## config.mk

```make
export PLATFORM = sky130hd
export DESIGN_NAME = load_store_unit
export DESIGN_NICKNAME = d
export VERILOG_FILES = /design/src/rtl/lsu_pkg.sv /design/src/rtl/lsu_lane_merge.sv /design/src/rtl/load_store_unit.sv
export SDC_FILE = /design/constraint.sdc
export NUM_CORES = 1
export LEC_CHECK = 0
export ABC_AREA = 1
export CAP_MARGIN = 25
export CORE_ASPECT_RATIO = 1.4
export CORE_UTILIZATION = 45
export CTS_BUF_LIST = sky130_fd_sc_hd__clkbuf_16
export CTS_CLUSTER_SIZE = 40
export DETAILED_ROUTE_END_ITERATION = 16
export PLACE_DENSITY = 0.74
export SYNTH_ARGS = -nofsm -noshare
export SYNTH_HDL_FRONTEND = slang
export SYNTH_HIERARCHICAL = 1
export SYNTH_SLANG_ARGS = --single-unit
```

## constraint.sdc

```tcl
create_clock -name clock -period 6.4 [get_ports clock]
set_clock_uncertainty 0.1 [all_clocks]
set_input_delay 1.28 -clock clock [delete_from_list [all_inputs] [get_ports clock]]
set_output_delay 1.28 -clock clock [all_outputs]
set_load 0.02 [all_outputs]
```

## src/rtl/lsu_pkg.sv

```systemverilog
// rtl/lsu_pkg.sv - funct3 codes, FSM state type and access legality check for the load/store unit
package lsu_pkg;

  localparam logic [2:0] F3_B  = 3'd0;
  localparam logic [2:0] F3_H  = 3'd1;
  localparam logic [2:0] F3_W  = 3'd2;
  localparam logic [2:0] F3_BU = 3'd4;
  localparam logic [2:0] F3_HU = 3'd5;

  typedef enum logic [1:0] {
    ST_IDLE  = 2'd0,
    ST_READ  = 2'd1,
    ST_WRITE = 2'd2,
    ST_DONE  = 2'd3
  } lsu_state_e;

  // Unsigned widths exist only for loads; halves and words must be naturally aligned.
  function automatic logic lsu_access_ok(input logic is_write, input logic [2:0] f3,
                                         input logic [1:0] addr_lo);
    logic ok;
    case (f3)
      F3_B:    ok = 1'b1;
      F3_H:    ok = !addr_lo[0];
      F3_W:    ok = (addr_lo == 2'b00);
      F3_BU:   ok = !is_write;
      F3_HU:   ok = !is_write && !addr_lo[0];
      default: ok = 1'b0;
    endcase
    return ok;
  endfunction

endpackage

```

## src/rtl/lsu_lane_merge.sv

```systemverilog
// rtl/lsu_lane_merge.sv - little-endian load lane extraction/extension and store byte/half merge
module lsu_lane_merge
  import lsu_pkg::*;
#(
  parameter int dataW = 32
) (
  input  logic [2:0]       i_funct3,
  input  logic [1:0]       i_addr_lo,
  input  logic [dataW-1:0] i_rd_word,
  input  logic [dataW-1:0] i_rmw_word,
  input  logic [dataW-1:0] i_wdata,
  output logic [dataW-1:0] o_load_data,
  output logic [dataW-1:0] o_store_word
);

  logic [7:0]  w_byte;
  logic [15:0] w_half;

  assign w_byte = i_rd_word[{i_addr_lo, 3'b000} +: 8];
  assign w_half = i_rd_word[{i_addr_lo[1], 4'b0000} +: 16];

  always_comb begin
    case (i_funct3)
      F3_B:    o_load_data = {{(dataW-8){w_byte[7]}}, w_byte};
      F3_H:    o_load_data = {{(dataW-16){w_half[15]}}, w_half};
      F3_BU:   o_load_data = {{(dataW-8){1'b0}}, w_byte};
      F3_HU:   o_load_data = {{(dataW-16){1'b0}}, w_half};
      default: o_load_data = i_rd_word;
    endcase
  end

  always_comb begin
    o_store_word = i_rmw_word;
    case (i_funct3)
      F3_B:    o_store_word[{i_addr_lo, 3'b000} +: 8] = i_wdata[7:0];
      F3_H:    o_store_word[{i_addr_lo[1], 4'b0000} +: 16] = i_wdata[15:0];
      default: o_store_word = i_wdata;
    endcase
  end

endmodule

```

## src/rtl/load_store_unit.sv

```systemverilog
// rtl/load_store_unit.sv - single-request load/store unit with read-modify-write for sub-word stores
module load_store_unit
  import lsu_pkg::*;
#(
  parameter int dataW       = 32,
  parameter int RAMAddrSize = 32
) (
  input  logic                   clock,
  input  logic                   reset,
  input  logic                   req_valid,
  output logic                   req_ready,
  input  logic                   req_write,
  input  logic [2:0]             funct3,
  input  logic [RAMAddrSize-1:0] addr,
  input  logic [dataW-1:0]       wdata,
  output logic [dataW-1:0]       rdata,
  output logic                   done,
  output logic                   err,
  output logic [RAMAddrSize-1:0] RAMAddr,
  output logic [dataW-1:0]       DataIn,
  output logic                   WriteControl,
  input  logic [dataW-1:0]       DataOut
);

  lsu_state_e             r_state;
  lsu_state_e             w_next_state;
  logic [RAMAddrSize-1:0] r_addr;
  logic [2:0]             r_funct3;
  logic                   r_write;
  logic [dataW-1:0]       r_wdata;
  logic [dataW-1:0]       r_rmw;
  logic [dataW-1:0]       r_rdata;
  logic                   r_err;
  logic                   w_ok;
  logic [RAMAddrSize-1:0] w_word_addr;
  logic [dataW-1:0]       w_load_data;
  logic [dataW-1:0]       w_store_word;

  assign w_ok        = lsu_access_ok(req_write, funct3, addr[1:0]);
  assign w_word_addr = {r_addr[RAMAddrSize-1:2], 2'b00};
  assign rdata       = r_rdata;

  lsu_lane_merge #(.dataW(dataW)) u_lane_merge (
    .i_funct3     (r_funct3),
    .i_addr_lo    (r_addr[1:0]),
    .i_rd_word    (DataOut),
    .i_rmw_word   (r_rmw),
    .i_wdata      (r_wdata),
    .o_load_data  (w_load_data),
    .o_store_word (w_store_word)
  );

  always_ff @(posedge clock or negedge reset) begin
    if (!reset) r_state <= ST_IDLE;
    else        r_state <= w_next_state;
  end

  // Full-word stores skip the read; rejected requests go straight to DONE.
  always_comb begin
    w_next_state = r_state;
    case (r_state)
      ST_IDLE: begin
        if (req_valid) begin
          if (!w_ok)                          w_next_state = ST_DONE;
          else if (req_write && funct3 == F3_W) w_next_state = ST_WRITE;
          else                                w_next_state = ST_READ;
        end
      end
      ST_READ:  w_next_state = r_write ? ST_WRITE : ST_DONE;
      ST_WRITE: w_next_state = ST_DONE;
      default:  w_next_state = ST_IDLE;
    endcase
  end

  always_comb begin
    req_ready    = 1'b0;
    WriteControl = 1'b0;
    RAMAddr      = '0;
    DataIn       = '0;
    done         = 1'b0;
    err          = 1'b0;
    case (r_state)
      ST_IDLE:  req_ready = 1'b1;
      ST_READ:  RAMAddr = w_word_addr;
      ST_WRITE: begin
        RAMAddr      = w_word_addr;
        DataIn       = w_store_word;
        WriteControl = 1'b1;
      end
      default: begin
        done = 1'b1;
        err  = r_err;
      end
    endcase
  end

  always_ff @(posedge clock or negedge reset) begin
    if (!reset) begin
      r_addr   <= '0;
      r_funct3 <= '0;
      r_write  <= 1'b0;
      r_wdata  <= '0;
      r_rmw    <= '0;
      r_rdata  <= '0;
      r_err    <= 1'b0;
    end else begin
      if (r_state == ST_IDLE && req_valid) begin
        r_addr   <= addr;
        r_funct3 <= funct3;
        r_write  <= req_write;
        r_wdata  <= wdata;
        r_err    <= !w_ok;
      end
      if (r_state == ST_READ) begin
        if (r_write) r_rmw   <= DataOut;
        else         r_rdata <= w_load_data;
      end
    end
  end

endmodule

```

=== Word-level counts from Yosys, hierarchy flattened ===
Index checks and enable logic that the tools add are counted.

* $add $sub $neg: 2
* Equal/unequal tests: 10
* Shifts and indexed selects: 6
* Multiplexer cells: 16
* Bitwise gates (word level): 1
* Reductions and logical operators: 14

{| class="wikitable"
|+ Operator list
! kind !! number
|-
| $pmux 32 s4 || 1
|-
| $bwmux 32 || 2
|-
| $mux 32 || 2
|-
| $pmux 32 s2 || 1
|-
| $shift 16x7->32 const A || 1
|-
| $shift 8x7->32 const A || 1
|-
| $shiftx 16x7->32 || 1
|-
| $shiftx 32x6->16 || 1
|-
| $shiftx 32x6->8 || 1
|-
| $shiftx 8x7->32 || 1
|-
| $neg 5->7 || 2
|-
| $eq 3x3->1 const B || 4
|-
| $eq 3x1->1 const B || 2
|-
| $logic_not 3->1 || 2
|-
| $mux 2 || 3
|-
| $pmux 2 s3 || 1
|-
| $mux 1 || 5
|-
| $pmux 1 s5 || 1
|-
| $logic_not 2->1 || 2
|-
| $reduce_and 2->1 || 2
|-
| $eq 3x2->1 const B || 1
|-
| $logic_and 1x1->1 || 3
|-
| $logic_not 1->1 || 3
|-
| $reduce_or 3->1 || 1
|-
| other kinds (5) || 5
|}

* Bits in registers: 135
* Input bits: 103
* Logic and storage cells: 57

=== Depth between registers and ports, before layout ===
* Depth after elaboration: 6
* Gate-level depth with buffers: 12
* Mapped depth without buffers: 9

=== By module ===
Netlist, hierarchy kept.

{| class="wikitable"
|+ Modules (own cells, without submodules)
! module !! instances !! cells each !! area an instance (um^2)
|-
| load_store_unit || 1 || 455 || 5700.5
|-
| lsu_lane_merge || 1 || 562 || 2563.7
|}

=== Least setup slack after synthesis ===
No wires, ideal clock.

* Kind: register to output
* Start: register r_addr[1]
* End: output DataIn[12]
* Arrival time: 1.892 ns
* Required time: 5.020 ns
* Slack: 3.128 ns
* Cell stages (with the launch flop): 13
* Cell sequence: dfrtp_1 > buf_4 > inv_4 > buf_2 > ha_1 > buf_2 > clkbuf_1 > nand4_1 > nand2_1 > nand2_1 > nand3_1 > nand2_1 > inv_1

* Word-level cells in the longest chain between the ends: 5
* Elaborated cells between the ends (all ways): 10

{| class="wikitable"
|+ Ends and longest elaborated chain
! element !! line !! RTL
|-
| start: declaration || load_store_unit.sv:27 || <nowiki>logic [RAMAddrSize-1:0] r_addr;</nowiki>
|-
| start signal: assignment || load_store_unit.sv:108 || <nowiki>r_addr <= addr;</nowiki>
|-
| $neg 5->7 (on tied branches) || lsu_lane_merge.sv:36, lsu_lane_merge.sv:35 ||
|-
| $shiftx 16x7->32, or another cell as far along || lsu_lane_merge.sv:36 || <nowiki>F3_H: o_store_word[{i_addr_lo[1], 4'b0000} +: 16] = i_wdata[15:0];</nowiki>
|-
| $bwmux 32 (on tied branches) || lsu_lane_merge.sv:36, lsu_lane_merge.sv:35 ||
|-
| $pmux 32 s2 (*) || lsu_lane_merge.sv:34 || <nowiki>case (i_funct3)</nowiki>
|-
| net w_store_word[12] || load_store_unit.sv:37 || <nowiki>logic [dataW-1:0] w_store_word;</nowiki>
|-
| $mux 32 (*) || load_store_unit.sv:82 || <nowiki>case (r_state)</nowiki>
|-
| end: declaration || load_store_unit.sv:20 || <nowiki>output logic [dataW-1:0] DataIn,</nowiki>
|}

Mark *: on every way through the listed nets, which the timed path passes. The rest lies on a longest branch.

=== Final worst setup path ===
* Start: register r_funct3[1]
* End: output DataIn[26]

* Word-level cells in the longest chain between the ends: 3
* Elaborated cells between the ends (all ways): 4

{| class="wikitable"
|+ Ends and longest elaborated chain
! element !! line !! RTL
|-
| start: declaration || load_store_unit.sv:28 || <nowiki>logic [2:0] r_funct3;</nowiki>
|-
| start signal: assignment || load_store_unit.sv:109 || <nowiki>r_funct3 <= funct3;</nowiki>
|-
| $eq 3x1->1 or $logic_not 3->1 (tied branches) || lsu_lane_merge.sv:34 ||
|-
| $pmux 32 s2 (*) || lsu_lane_merge.sv:34 ||
|-
| net w_store_word[26] || load_store_unit.sv:37 ||
|-
| $mux 32 (*) || load_store_unit.sv:82 ||
|}

Marked as above.

==> reports/summary.md <==
The run finished with clean final reports. The type of the worst min-delay path was reg -> reg. The sequential share of the synthesized area is 0.409. Sorting the synthesized cells by area gives the leading types as sky130_fd_sc_hd__dfrtp_1, sky130_fd_sc_hd__mux2_2, sky130_fd_sc_hd__nand2_1.

Buffers inserted during post-CTS setup optimization: 0. For this block, wires on met1 add up to 9.38 mm. The register area came out at 0.00338 sq mm. After clock tree synthesis, the repair step resized 0 gates. The leakage power is 5.48 nW.

The tools report the global-route wire length before repair as 37.3 mm. Synthesis instantiated 32 different standard cells from the library. The relative max-transition margin was 0.285. The run gives 5.02 ns as the data required time of the critical path. Leaving out fill and tap cells, the most frequent cell in the layout is sky130_fd_sc_hd__nand2_1. Setup violations remaining at the end of the flow were counted as 0.

After detailed routing, the met3 layer carries 1.59 mm of wire. In this run the worst path has a maximum fanout of 53. The global-route usage over all layers came out at 0.260. The H-tree was split into 4 levels.

The number of primary I/O pins is 203, and the met2 wire length is 12.0 mm. Entering global routing, the biggest net connects 91 pins. The tools report the worst-case clock buffer depth as 2.

Compared with the post-synthesis result, the final layout area differs by 31.7%. For this run, design rule violations remaining after detail routing come to 0. Number of warning messages in the yosys log: 6. Slew at the pin closest to its max-slew limit: 1.07 ns. The tools report the critical path capture point type as an output pin. At the worst endpoint, the arrival time is 3.55 ns. The via count of the first global-routing pass came out at 7121.

The power share of the clock group was 0.162; the wire length after detailed routing was 23.9 mm. The post-synthesis cell area is 0.00826 sq mm, and the minimum clock period is 4.93 ns. The initial core utilization was 0.459; the register clock-pin slew on the reported worst setup and hold paths was 0.07 ns. The die is 162 um tall.

For this design, the sink count on the clock tree is 135. In the layout the commonest cells are sky130_fd_sc_hd__nand2_1, sky130_fd_sc_hd__clkdlybuf4s50_1, sky130_fd_sc_hd__dfrtp_1. The total area inside the core boundary comes to 0.0180 sq mm. For the worst-skew pair, the clock arrives at the later sink with an insertion delay of 0.42 ns.

For this run, the top clock speed supported by timing is 203 MHz. Largest area contributor in the synthesized netlist: sky130_fd_sc_hd__dfrtp_1. The class of the most critical setup path is reg -> out. A synthesized cell averages 8.13 sq um.

The net switching component of the power came out at 0.00285 W. The startpoint class of the critical path is a flip-flop. Counting the fill cells in the layout gives 1686.

The final hold violation count was 0; the total area of multi-input combinational cells was 0.00400 sq mm. The number of max-slew violations in the final report was 0; the count of antenna diodes in the layout was 0. The share of layout cells above drive strength 1 is 0.161.

Max-cap violations in this run came to 0. TritonCTS built the clock tree. The share of the cycle needed by the critical path after routing is 0.771, and the remaining antenna violation count after routing is 0. The die covers 0.0189 sq mm. For the cell-internal power, the log shows 0.00354 W.

The via-per-instance ratio works out to 5.21. The register bit count reported by yosys came out at 135. The total of hold buffers inserted after clock tree synthesis is 0.

The part of the total power dissipated in sequential elements was 0.260. The first TritonRoute pass finished after 8 iterations. The total power per unit cell area came out at 588 mW/mm^2. The portion of synthesized cell area occupied by the leading cell type is 0.409.

The tools report the post-synthesis cell count as 1017. Total negative slack: 0 ns. The run gives 17 as the number of buffers added by the clock tree synthesis step. The run gives 58 as the number of rows created at floorplan.

Summing over every cut layer, the via total after detailed routing is 7486. The count of buffers added on input and output ports is 200. The run gives 0 as the residual overflow from global routing. The worst-case IR drop observed on VDD is 326 uV. Routability-driven placement finished with a final weighted congestion of 0.933. For the initial antenna violation count, the log shows 0. The routed length per placed instance works out to 16.7 um. Setup repair after global routing left no endpoint under its margin. The highest routed metal layer was met4.

After the first detailed-routing iteration, the DRC count stood at 608. The switching share of power was 0.446. The master cell of the clock root buffer was sky130_fd_sc_hd__clkbuf_16.

The number of nets in the layout was 1295; the combinational power share was 0.578. The HPWL after detailed placement is 16.7 mm. Summing internal, switching and leakage power gives 0.00640 W. The die is 117 um wide.
[cell usage after synthesis]
master and instances:
sky130_fd_sc_hd__nor2_1 68, sky130_fd_sc_hd__nand4_1 9, sky130_fd_sc_hd__inv_2 3, sky130_fd_sc_hd__buf_6 7, sky130_fd_sc_hd__nand3_1 117, sky130_fd_sc_hd__mux2_4 4
sky130_fd_sc_hd__conb_1 1, sky130_fd_sc_hd__nand3b_1 1, sky130_fd_sc_hd__or2_2 7, sky130_fd_sc_hd__mux2_2 124, sky130_fd_sc_hd__o211ai_2 1, sky130_fd_sc_hd__buf_4 10
sky130_fd_sc_hd__nand3_4 1, sky130_fd_sc_hd__nand2_4 2, sky130_fd_sc_hd__mux2_1 2, sky130_fd_sc_hd__inv_4 1, sky130_fd_sc_hd__ha_1 9, sky130_fd_sc_hd__clkbuf_8 3
sky130_fd_sc_hd__clkinv_1 1, sky130_fd_sc_hd__o21ai_0 26, sky130_fd_sc_hd__nor2_8 1, sky130_fd_sc_hd__clkbuf_1 16, sky130_fd_sc_hd__nor2_2 1, sky130_fd_sc_hd__inv_6 1
sky130_fd_sc_hd__a21oi_1 40, sky130_fd_sc_hd__nand2_1 267, sky130_fd_sc_hd__buf_2 23, sky130_fd_sc_hd__buf_1 1, sky130_fd_sc_hd__inv_1 129, sky130_fd_sc_hd__nand2_2 5
sky130_fd_sc_hd__nor2_4 1, sky130_fd_sc_hd__dfrtp_1 135
[per-stage QoR]
stage | util | area, sq um | worst slack (ns) | hold WS (ns) | std cells
6_report | 0.605 | 10900 | 1.47 | 0.398 | 1436
5_1_grt | 0.605 | 10900 | 1.27 | 0.413 | 1436
4_1_cts | 0.603 | 10900 | 1.52 | 0.400 | 1435
3_5_place_dp | 0.569 | 10200 | 1.98 | 0.385 | 1403
3_3_place_gp | 0.569 | 10200 | 2.04 | 0.378 | 1403
2_1_floorplan | - | 8270 | 3.13 | 0.353 | 1018
[final timing paths]
path / start / to / slack [ns] / depth (start not counted)
setup / recovery: r_funct3[1] / DataIn[26] / 1.47 / 9
setup reg to reg: r_funct3[1] / rdata[28] / 3.22 / 6
hold reg to reg: r_addr[15] / r_addr[15] / 0.40 / 1
hold / removal: r_addr[15] / r_addr[15] / 0.40 / 1
max in group asynchronous: reset / r_addr[1] / 4.17 / 2
min in group asynchronous: reset / r_wdata[14] / 0.84 / 1
[per-layer routing]
layer | vias to the layer above | GRT usage
li1 | 3566 | -
met1 | 3506 | 0.323
met2 | 352 | 0.431
met3 | 62 | 0.0450
met4 | 0 | 0.128
met5 | - | 0
[power groups by stage]
stage               Combinational (W)  Clock [W]  Sequential, W
floorplan                     0.00243          0        0.00163
CTS                           0.00366    0.00105        0.00166
global placement              0.00359          0        0.00165
detailed placement            0.00364          0        0.00166
finish                        0.00370    0.00104        0.00166
global route                  0.00404    0.00109        0.00171
[cell type report]
type	instances	area share
Timing Repair Buffer	206	0.190
Sequential cell	135	0.311
Multi-Input combinational cell	688	0.368
Clock buffer	17	0.0391
Tap cell	240	0.0276
Inverter	135	0.0473
Clock inverter	15	0.0177
[cells by family after synthesis]
group | share of synthesized area
flops | 0.409
buf+inv | 0.107
fa+ha+maj | 0.0136
other cells | 0.000454
mux | 0.179
simple gates | 0.249
compound gates | 0.0415
[flip-flops by register name, indices dropped and copies added, names as in the netlist]
| signal | flops |
|---|---|
| r_err | 1 |
| r_wdata | 32 |
| r_write | 1 |
| rdata | 32 |
| r_funct3 | 3 |
| r_state | 2 |
| r_addr | 32 |
| r_rmw | 32 |
[critical path, stage by stage, from the launching register on]
cell                              delay [ns]
sky130_fd_sc_hd__dfrtp_1                1.05
sky130_fd_sc_hd__nor2_2                 0.13
sky130_fd_sc_hd__nand2_2                0.82
sky130_fd_sc_hd__nand3_1                0.18
sky130_fd_sc_hd__nand2_1                0.11
sky130_fd_sc_hd__inv_1                  0.05
sky130_fd_sc_hd__nand2_1                0.05
sky130_fd_sc_hd__nand2_1                0.05
sky130_fd_sc_hd__inv_1                  0.06
sky130_fd_sc_hd__clkdlybuf4s50_1        0.61
Power figures use the tool's default switching activity.
